==> src/rtl/addsub_seq_pkg.sv <==
// Shared types and helpers for the add/subtract odd-constant sequencer.
// The FSM state encoding, op codes and constant decode live here.
package addsub_seq_pkg;

  typedef enum logic [1:0] {
    IDLE = 2'd0,
    RUN  = 2'd1,
    DONE = 2'd2
  } state_t;

  localparam logic OP_ADD = 1'b0;
  localparam logic OP_SUB = 1'b1;

  // Select 0..3 maps to the odd constants 1, 3, 5, 7.
  function automatic logic [2:0] const_value(input logic [1:0] sel);
    return {sel, 1'b1};
  endfunction

endpackage

==> src/rtl/addsub_const_step.sv <==
// Combinational single-step datapath: acc +/- K via a ripple-carry chain.
// Subtraction adds the two's complement of K, so carry-out means "no borrow".
module addsub_full_adder (
  input  logic a,
  input  logic b,
  input  logic cin,
  output logic sum,
  output logic cout
);

  assign sum  = a ^ b ^ cin;
  assign cout = (a & b) | (a & cin) | (b & cin);

endmodule

module addsub_const_step
  import addsub_seq_pkg::*;
#(
  parameter int WIDTH = 8
) (
  input  logic [WIDTH-1:0] acc,
  input  logic [1:0]       sel,
  input  logic             op,
  output logic [WIDTH-1:0] next_acc,
  output logic             step_wrap
);

  logic [WIDTH-1:0] k_ext;
  logic [WIDTH-1:0] b_operand;
  logic [WIDTH:0]   carry;

  assign k_ext     = WIDTH'(const_value(sel));
  assign b_operand = (op == OP_SUB) ? (~k_ext + WIDTH'(1)) : k_ext;
  assign carry[0]  = 1'b0;

  for (genvar i = 0; i < WIDTH; i++) begin : g_ripple
    addsub_full_adder u_fa (
      .a   (acc[i]),
      .b   (b_operand[i]),
      .cin (carry[i]),
      .sum (next_acc[i]),
      .cout(carry[i+1])
    );
  end

  // A missing carry-out on subtraction is a borrow, i.e. an underflow.
  assign step_wrap = (op == OP_SUB) ? ~carry[WIDTH] : carry[WIDTH];

endmodule

==> src/rtl/addsub_const_sequencer.sv <==
// Runs a programmed number of add/subtract-constant steps on an accumulator,
// with a start/busy/done handshake and a sticky per-run wrap flag.
module addsub_const_sequencer
  import addsub_seq_pkg::*;
#(
  parameter int WIDTH = 8,
  parameter int CNT_W = 4
) (
  input  logic             clk,
  input  logic             reset,
  input  logic             start,
  input  logic [WIDTH-1:0] init_value,
  input  logic [1:0]       const_sel,
  input  logic             op,
  input  logic [CNT_W-1:0] steps,
  output logic             busy,
  output logic             done,
  output logic [WIDTH-1:0] result,
  output logic             wrapped
);

  state_t           state_q, state_d;
  logic [WIDTH-1:0] acc_q, acc_d;
  logic [1:0]       sel_q, sel_d;
  logic             op_q, op_d;
  logic [CNT_W-1:0] remaining_q, remaining_d;
  logic             run_wrap_q, run_wrap_d;
  logic [WIDTH-1:0] result_q, result_d;
  logic             wrapped_q, wrapped_d;

  logic [WIDTH-1:0] step_acc;
  logic             step_wrap;

  addsub_const_step #(
    .WIDTH(WIDTH)
  ) u_step (
    .acc      (acc_q),
    .sel      (sel_q),
    .op       (op_q),
    .next_acc (step_acc),
    .step_wrap(step_wrap)
  );

  // run_wrap accumulates during the run; the visible wrapped flag and result
  // only change together on DONE entry.
  always_comb begin
    state_d     = state_q;
    acc_d       = acc_q;
    sel_d       = sel_q;
    op_d        = op_q;
    remaining_d = remaining_q;
    run_wrap_d  = run_wrap_q;
    result_d    = result_q;
    wrapped_d   = wrapped_q;

    case (state_q)
      IDLE: begin
        if (start) begin
          acc_d       = init_value;
          sel_d       = const_sel;
          op_d        = op;
          remaining_d = steps;
          run_wrap_d  = 1'b0;
          if (steps != '0) begin
            state_d = RUN;
          end else begin
            state_d   = DONE;
            result_d  = init_value;
            wrapped_d = 1'b0;
          end
        end
      end
      RUN: begin
        acc_d       = step_acc;
        remaining_d = remaining_q - CNT_W'(1);
        run_wrap_d  = run_wrap_q | step_wrap;
        if (remaining_q == CNT_W'(1)) begin
          state_d   = DONE;
          result_d  = step_acc;
          wrapped_d = run_wrap_q | step_wrap;
        end
      end
      DONE: begin
        state_d = IDLE;
      end
      default: begin
        state_d = IDLE;
      end
    endcase
  end

  always_ff @(posedge clk or posedge reset) begin
    if (reset) begin
      state_q     <= IDLE;
      acc_q       <= '0;
      sel_q       <= '0;
      op_q        <= OP_ADD;
      remaining_q <= '0;
      run_wrap_q  <= 1'b0;
      result_q    <= '0;
      wrapped_q   <= 1'b0;
    end else begin
      state_q     <= state_d;
      acc_q       <= acc_d;
      sel_q       <= sel_d;
      op_q        <= op_d;
      remaining_q <= remaining_d;
      run_wrap_q  <= run_wrap_d;
      result_q    <= result_d;
      wrapped_q   <= wrapped_d;
    end
  end

  assign busy    = (state_q == RUN);
  assign done    = (state_q == DONE);
  assign result  = result_q;
  assign wrapped = wrapped_q;

endmodule

==> config.mk <==
export PLATFORM = sky130hd
export DESIGN_NAME = addsub_const_sequencer
export DESIGN_NICKNAME = d
export VERILOG_FILES = /design/src/rtl/addsub_seq_pkg.sv /design/src/rtl/addsub_const_step.sv /design/src/rtl/addsub_const_sequencer.sv
export SDC_FILE = /design/constraint.sdc
export NUM_CORES = 1
export LEC_CHECK = 0
export CAP_MARGIN = 10
export CORE_ASPECT_RATIO = 2
export CORE_MARGIN = 4
export CORE_UTILIZATION = 30
export CTS_CLUSTER_DIAMETER = 200
export DETAILED_ROUTE_END_ITERATION = 6
export GPL_TIMING_DRIVEN = 0
export PLACE_DENSITY = 0.6
export SLEW_MARGIN = 10
export SYNTH_ARGS = -nofsm -noshare
export SYNTH_HDL_FRONTEND = slang
export SYNTH_SLANG_ARGS = --single-unit
==> constraint.sdc <==
create_clock -name clk -period 3.7 [get_ports clk]
set_input_delay 0.74 -clock clk [delete_from_list [all_inputs] [get_ports clk]]
set_output_delay 0.74 -clock clk [all_outputs]
set_load 0.01 [all_outputs]
== Yosys cells after proc, flatten, opt, wreduce, memory -nomap -nowiden ==
Cells that the tools add are included.

* Input bits: 18
* Register bits: 27
* Logic and storage cells: 97
* Output and inout bits: 11

* Multiplexer cells: 20
* Reductions and logical operators: 7
* Equal/unequal tests: 6
* Bitwise operators: 54
* $add $sub $neg: 2

{| class="wikitable"
|+ Operators by type and width
! kind !! number
|-
| $mux W8 || 5
|-
| $pmux W8 S2 || 2
|-
| $and A1 B1 Y1 || 22
|-
| $or A1 B1 Y1 || 15
|-
| $xor A1 B1 Y1 || 15
|-
| $add A8 B1 Y8 const B || 1
|-
| $not A3 Y8 || 1
|-
| $pmux W4 S2 || 1
|-
| $mux W2 || 3
|-
| $reduce_and A2 Y1 || 3
|-
| $mux W1 || 5
|-
| $eq A4 B1 Y1 const B || 1
|-
| $mux W4 || 1
|-
| $ne A2 B2 Y1 const B || 2
|-
| $pmux W1 S2 || 2
|-
| $pmux W2 S2 || 1
|-
| $reduce_and A4 Y1 || 1
|-
| $reduce_bool A4 Y1 || 1
|-
| $sub A4 B1 Y4 const B || 1
|-
| $eq A2 B1 Y1 const B || 1
|-
| $eq A2 B2 Y1 const B || 1
|-
| $logic_not A2 Y1 || 1
|-
| $ne A2 B1 Y1 const B || 1
|-
| $reduce_bool A2 Y1 || 1
|-
| $not A1 Y1 || 1
|}

== Logic depth before layout (Yosys ltp) ==
* Word-level depth: 30
* Depth in mapped cells: 12
* Mapped depth without buffers: 12

== Hierarchy ==
A second synthesis with hierarchy kept.

* Cells, all modules: 139
* Area total of the unflattened synthesis: 1525.2 sq um

{| class="wikitable"
|+ By module, submodules not included
! module !! area an instance (sq um) !! cells each !! sequential area each (sq um) !! instances
|-
| addsub_const_sequencer || 1331.3 || 126 || 675.6 || 1
|-
| addsub_full_adder || 20.0 || 1 || 0.0 || 8
|-
| addsub_const_step || 33.8 || 5 || 0.0 || 1
|}

== Worst setup path before layout ==
OpenSTA, ideal clock, no wires.

* Path type: reg-to-reg
* Start point: reg op_q
* End point: reg acc_q[7]
* Arrival time: 3.831 ns
* Required time: 3.636 ns
* Setup slack: -0.196 ns
* Stages on the path, launching flop included: 12
* Library setup time: 0.064 ns
* Clock period less this slack: 3.896 ns
* Path buffers: 0
* Path through: dfrtp_1 -> xor2_1 -> fa_1 -> fa_1 -> fa_1 -> fa_1 -> fa_1 -> fa_1 -> inv_1 -> fa_1 -> mux2i_1 -> mux2_2

* Longest elaborated chain between the ends: 22
* Elaborated cells between the ends (all ways): 35
* Classes of those cells: mux (2); bitwise (33)

{| class="wikitable"
|+ RTL lines
! item !! line !! source
|-
| start: declaration || addsub_const_sequencer.sv:25 || <nowiki>logic op_q, op_d;</nowiki>
|-
| start signal: assignment || addsub_const_sequencer.sv:106 || <nowiki>op_q <= op_d;</nowiki>
|-
| $mux W8 (*) || addsub_const_step.sv:33 || <nowiki>assign b_operand = (op == OP_SUB) ? (~k_ext + WIDTH'(1)) : k_ext;</nowiki>
|-
| $and A1 B1 Y1 (2 in a row) || addsub_const_step.sv:12 || <nowiki>assign cout = (a & b) | (a & cin) | (b & cin);</nowiki>
|-
| $or A1 B1 Y1 (2 in a row) || addsub_const_step.sv:12 ||
|-
| $and A1 B1 Y1 || addsub_const_step.sv:12 ||
|-
| $or A1 B1 Y1 (2 in a row) || addsub_const_step.sv:12 ||
|-
| $and A1 B1 Y1 || addsub_const_step.sv:12 ||
|-
| $or A1 B1 Y1 (2 in a row) || addsub_const_step.sv:12 ||
|-
| $and A1 B1 Y1 || addsub_const_step.sv:12 ||
|-
| $or A1 B1 Y1 (2 in a row) || addsub_const_step.sv:12 ||
|-
| $and A1 B1 Y1 || addsub_const_step.sv:12 ||
|-
| $or A1 B1 Y1 (2 in a row) || addsub_const_step.sv:12 ||
|-
| $and A1 B1 Y1 || addsub_const_step.sv:12 ||
|-
| $or A1 B1 Y1 (2 in a row) || addsub_const_step.sv:12 ||
|-
| $xor A1 B1 Y1 (*) || addsub_const_step.sv:11 || <nowiki>assign sum = a ^ b ^ cin;</nowiki>
|-
| $pmux W8 S2 (*) || addsub_const_sequencer.sv:56 || <nowiki>case (state_q)</nowiki>
|-
| end signal: assignment || addsub_const_sequencer.sv:95 || <nowiki>acc_q <= '0;</nowiki>
|-
| end signal: assignment || addsub_const_sequencer.sv:104 || <nowiki>acc_q <= acc_d;</nowiki>
|-
| end: declaration || addsub_const_sequencer.sv:23 || <nowiki>logic [WIDTH-1:0] acc_q, acc_d;</nowiki>
|}

Every way passes the cells marked *; elsewhere a longest branch is shown, timed or not.
A chain may end at the register's enable or synchronous reset.

== Final worst setup path ==
* Start point: reg sel_q[0]
* End point: reg acc_q[7]

* Longest elaborated chain between the ends: 23
* Elaborated cells between the ends (all ways): 35
* Classes of those cells: add/sub (1); mux (2); bitwise (32)

{| class="wikitable"
|+ RTL lines
! item !! line !! source
|-
| start: declaration || addsub_const_sequencer.sv:24 || <nowiki>logic [1:0] sel_q, sel_d;</nowiki>
|-
| start signal: assignment || addsub_const_sequencer.sv:105 || <nowiki>sel_q <= sel_d;</nowiki>
|-
| $not A3 Y8 || addsub_const_step.sv:33 ||
|-
| $add A8 B1 Y8 || addsub_const_step.sv:33 ||
|-
| $mux W8 (*) || addsub_const_step.sv:33 ||
|-
| $and A1 B1 Y1 || addsub_const_step.sv:12 ||
|-
| $or A1 B1 Y1 (2 in a row) || addsub_const_step.sv:12 ||
|-
| $and A1 B1 Y1 || addsub_const_step.sv:12 ||
|-
| $or A1 B1 Y1 (2 in a row) || addsub_const_step.sv:12 ||
|-
| $and A1 B1 Y1 || addsub_const_step.sv:12 ||
|-
| $or A1 B1 Y1 (2 in a row) || addsub_const_step.sv:12 ||
|-
| $and A1 B1 Y1 || addsub_const_step.sv:12 ||
|-
| $or A1 B1 Y1 (2 in a row) || addsub_const_step.sv:12 ||
|-
| $and A1 B1 Y1 || addsub_const_step.sv:12 ||
|-
| $or A1 B1 Y1 (2 in a row) || addsub_const_step.sv:12 ||
|-
| $and A1 B1 Y1 || addsub_const_step.sv:12 ||
|-
| $or A1 B1 Y1 (2 in a row) || addsub_const_step.sv:12 ||
|-
| $xor A1 B1 Y1 (*) || addsub_const_step.sv:11 ||
|-
| $pmux W8 S2 (*) || addsub_const_sequencer.sv:56 ||
|}

Marks and branches as above.

==> flow_summary.yaml <==
status:
  status: "complete, no violations"
die:
  die_area_sq_mm: 0.00615
  initial_core_util: 0.314
  core_region_area_sq_mm: 0.00469
  pin_count: 29
  die_x_um: 57.5
  dieHeight_um: 107
  rows: 35
global_routing:
  grt_max_degree: 28
  overflow: 0
  track_usage: 0.117
  antenna_found_initial: 0
  grt_pass1_vias: 1203
  grt_pass1_wl_mm: 5.51
power_and_ir_drop:
  power_density_mw_per_mm2: 945
  total_leakage_power_nw: 0.827
  vdd_drop_max_v: 0.000521
sta:
  finalSetupViolations: 0
  min_period_over_period: 0.989
  fin_crit_ps: 3660
  fmax_mhz: 273
  worst_slack_ps: 38.9
  rsz0062_at_grt: "true"
  final_max_slew_viol_count: 0
  max_slew_margin: 0.303
  hold_viol_final: 0
  fin_skew_ps: 6.43
  tightestPinTransition_ps: 1040
critical_path:
  cp_cell_sequence: "xor2_2 > fa_2 > fa_2 > fa_2 > fa_2 > fa_2 > fa_2 > inv_2 > fa_1 > mux2i_1 > mux2_2"
  crit_arrival_ps: 3890
  max_stage_delay_ps: 420
  worstSetupPathType: "flip-flop to flip-flop"
  cp.required_ps: 3930
  crit_slowest_cell: "dfrtp_1"
  crit_path_start_kind: "flip-flop"
  crit_fanout: 2
  cp-end-kind: "flip-flop"
  path_common_cell: "fa_2"
synth:
  seq_area_frac_synth: 0.460
  synth_cell_type_count: 31
  synth.top_cell.area_share: 0.460
  syn_area_sq_mm: 0.00147
  syn_area_per_cell_sq_um: 11.5
  synth_warnings: 0
  ys_ff_latch: 27
  synth_nets: 155
  synth_area_leaders: "dfrtp_1, mux2i_1, fa_1, inv_1, a21oi_1"
  syn_inst: 128
  synth_top_cell_by_area: "dfrtp_1"
clock_tree:
  cts_tree: "done"
  cts_hold_buf: 0
  clock_latency_ps: 280
  h-tree-depth: 1
  cts-root-buf: "clkbuf_8"
  clkTransAtPathRegs_ps: 100
  clock-sinks: 27
  cts_max_path_buffers: 2
  cts_buffers: 3
finish:
  stdcell_count: 216
  antennaDiodeCount: 0
  fin_nets: 189
  final_cell_mix: "clkdlybuf4s50_1, dfrtp_1, inv_1"
  final_common_cell: "clkdlybuf4s50_1"
  area_growth_pct: 29.2
  post_route_cells_drive_above_1_share: 0.174
  fillers: 447
drt:
  drt_pass1_iterations: 4
  wire_per_inst_um: 15.3
  vias: 1053
  totalWireLength_mm: 3.32
  drc: 0
  first_iter_violations: 14
  antenna_left: 0
  via_per_inst: 4.88
placed_design:
  dp.cells: 211
  hpwl_mm: 2.51
  port_buffers: 28
  place.gp.congestion: 0.729
  post-place-ws_ps: -238
job:
  max_cap_violations: 0
hold_path:
  min-delay-path-class: "flip-flop to flip-flop"
==> worst max-delay path: cells and delay by family (launching register included) <==
kind	cells	cell delay [ps]
buffers and inverters	1	60
adders and majority gates	7	2570
DFF	1	420
muxes	2	360
xor gates and xnor gates	1	200
==> layer usage <==
layer / track usage / vias to the layer above / share of wire
met3: 0.0133 / 5 / 0.030
met2: 0.214 / 26 / 0.56
met5: 0 / - / 0
met4: 0.0547 / 0 / 0.021
met1: 0.129 / 525 / 0.39
li1: - / 497 / -
==> layout make-up <==
class | instances | area [sq um] | share of cell area
multi-input cells | 80 | 734 | 0.387
flip-flops and latches | 27 | 677 | 0.356
repair buffers | 29 | 288 | 0.152
well taps | 55 | 68.8 | 0.0362
inverters | 17 | 63.8 | 0.0336
clock buffers | 3 | 41.3 | 0.0217
plain buffers | 4 | 18.8 | 0.00988
clock inverters | 1 | 7.51 | 0.00395
==> worst paths after layout <==
path / start / to / slack [ps] / depth (start not counted)
setup / recovery: sel_q[0]$_DFFE_PP0P_ / acc_q[7]$_DFFE_PP0P_ / 40 / 11
hold / removal: run_wrap_q$_DFFE_PP0P_ / run_wrap_q$_DFFE_PP0P_ / 500 / 2
setup reg to reg: sel_q[0]$_DFFE_PP0P_ / acc_q[7]$_DFFE_PP0P_ / 40 / 11
hold reg to reg: run_wrap_q$_DFFE_PP0P_ / run_wrap_q$_DFFE_PP0P_ / 500 / 2
max in group asynchronous: reset / op_q$_DFFE_PP0P_ / 2000 / 2
min in group asynchronous: reset / result[0]$_DFFE_PP0P_ / 1010 / 2
==> logic make-up (layout without fill, tap and decap cells) <==
kind of cell             Yosys count  after routing  share of synthesized area
AO/OA/AOI/OAI                     25             25                      0.123
XOR/XNOR                           3              3                     0.0179
adder cells (fa/ha/maj)            9              9                      0.112
buffers and inverters             21             54                     0.0562
flip-flops                        27             27                      0.460
multiplexers                      21             21                      0.153
AND/OR/NAND/NOR                   22             22                     0.0774
==> synthesized netlist by cell type, drive strengths merged <==
| cell type | n |
|---|---|
| buf | 2 |
| or3b | 1 |
| inv | 17 |
| mux2i | 15 |
| mux2 | 6 |
| nand2b | 2 |
| nor2 | 11 |
| a21boi | 1 |
| nor3 | 1 |
| or4 | 1 |
| a21oi | 10 |
| o21ai | 4 |
| fa | 7 |
| a221o | 1 |
| o221a | 1 |
| o2bb2ai | 2 |
| and3b | 1 |
| ha | 2 |
| clkbuf | 2 |
| o22a | 1 |
| o22ai | 3 |
| xor2 | 2 |
| nand2 | 3 |
| xnor2 | 1 |
| o21ba | 1 |
| a22oi | 1 |
| nor3b | 2 |
| dfrtp | 27 |
==> flip-flops by register name, summed over array words and instances, names as in the netlist <==
name	count
op_q	1
acc_q	8
remaining_q	4
state_q	2
wrapped	1
run_wrap_q	1
result	8
sel_q	2
==> timing repair <==
item                       in CTS  in global routing
setup endpoints to repair       4                  2
resized for setup               3                  1
setup buffers                   1                  0
pin swaps                       1                  1
==> through the flow <==
| stage | area, sq um | utilization | hold WS [ps] | TNS [ps] | total power [mW] |
|---|---|---|---|---|---|
| floorplan | 1490 | - | 441 | 0 | 1.27 |
| global placement | 1840 | 0.392 | 464 | -385 | 1.56 |
| detailed placement | 1840 | 0.392 | 477 | -618 | 1.61 |
| CTS | 1900 | 0.405 | 505 | -9.88 | 1.83 |
| global route | 1900 | 0.405 | 538 | -185 | 1.98 |
| finish | 1900 | 0.405 | 501 | 0 | 1.80 |
==> report_power, final <==
group	internal [mW]	switching (mW)	total [mW]	leakage, nW
sequential	0.452	0.126	0.578	0.310
clock	0.0766	0.0983	0.175	0.0217
combinational	0.539	0.503	1.04	0.495
total	1.07	0.727	1.80	0.827
Note: power is estimated with default switching activity, not from simulation.
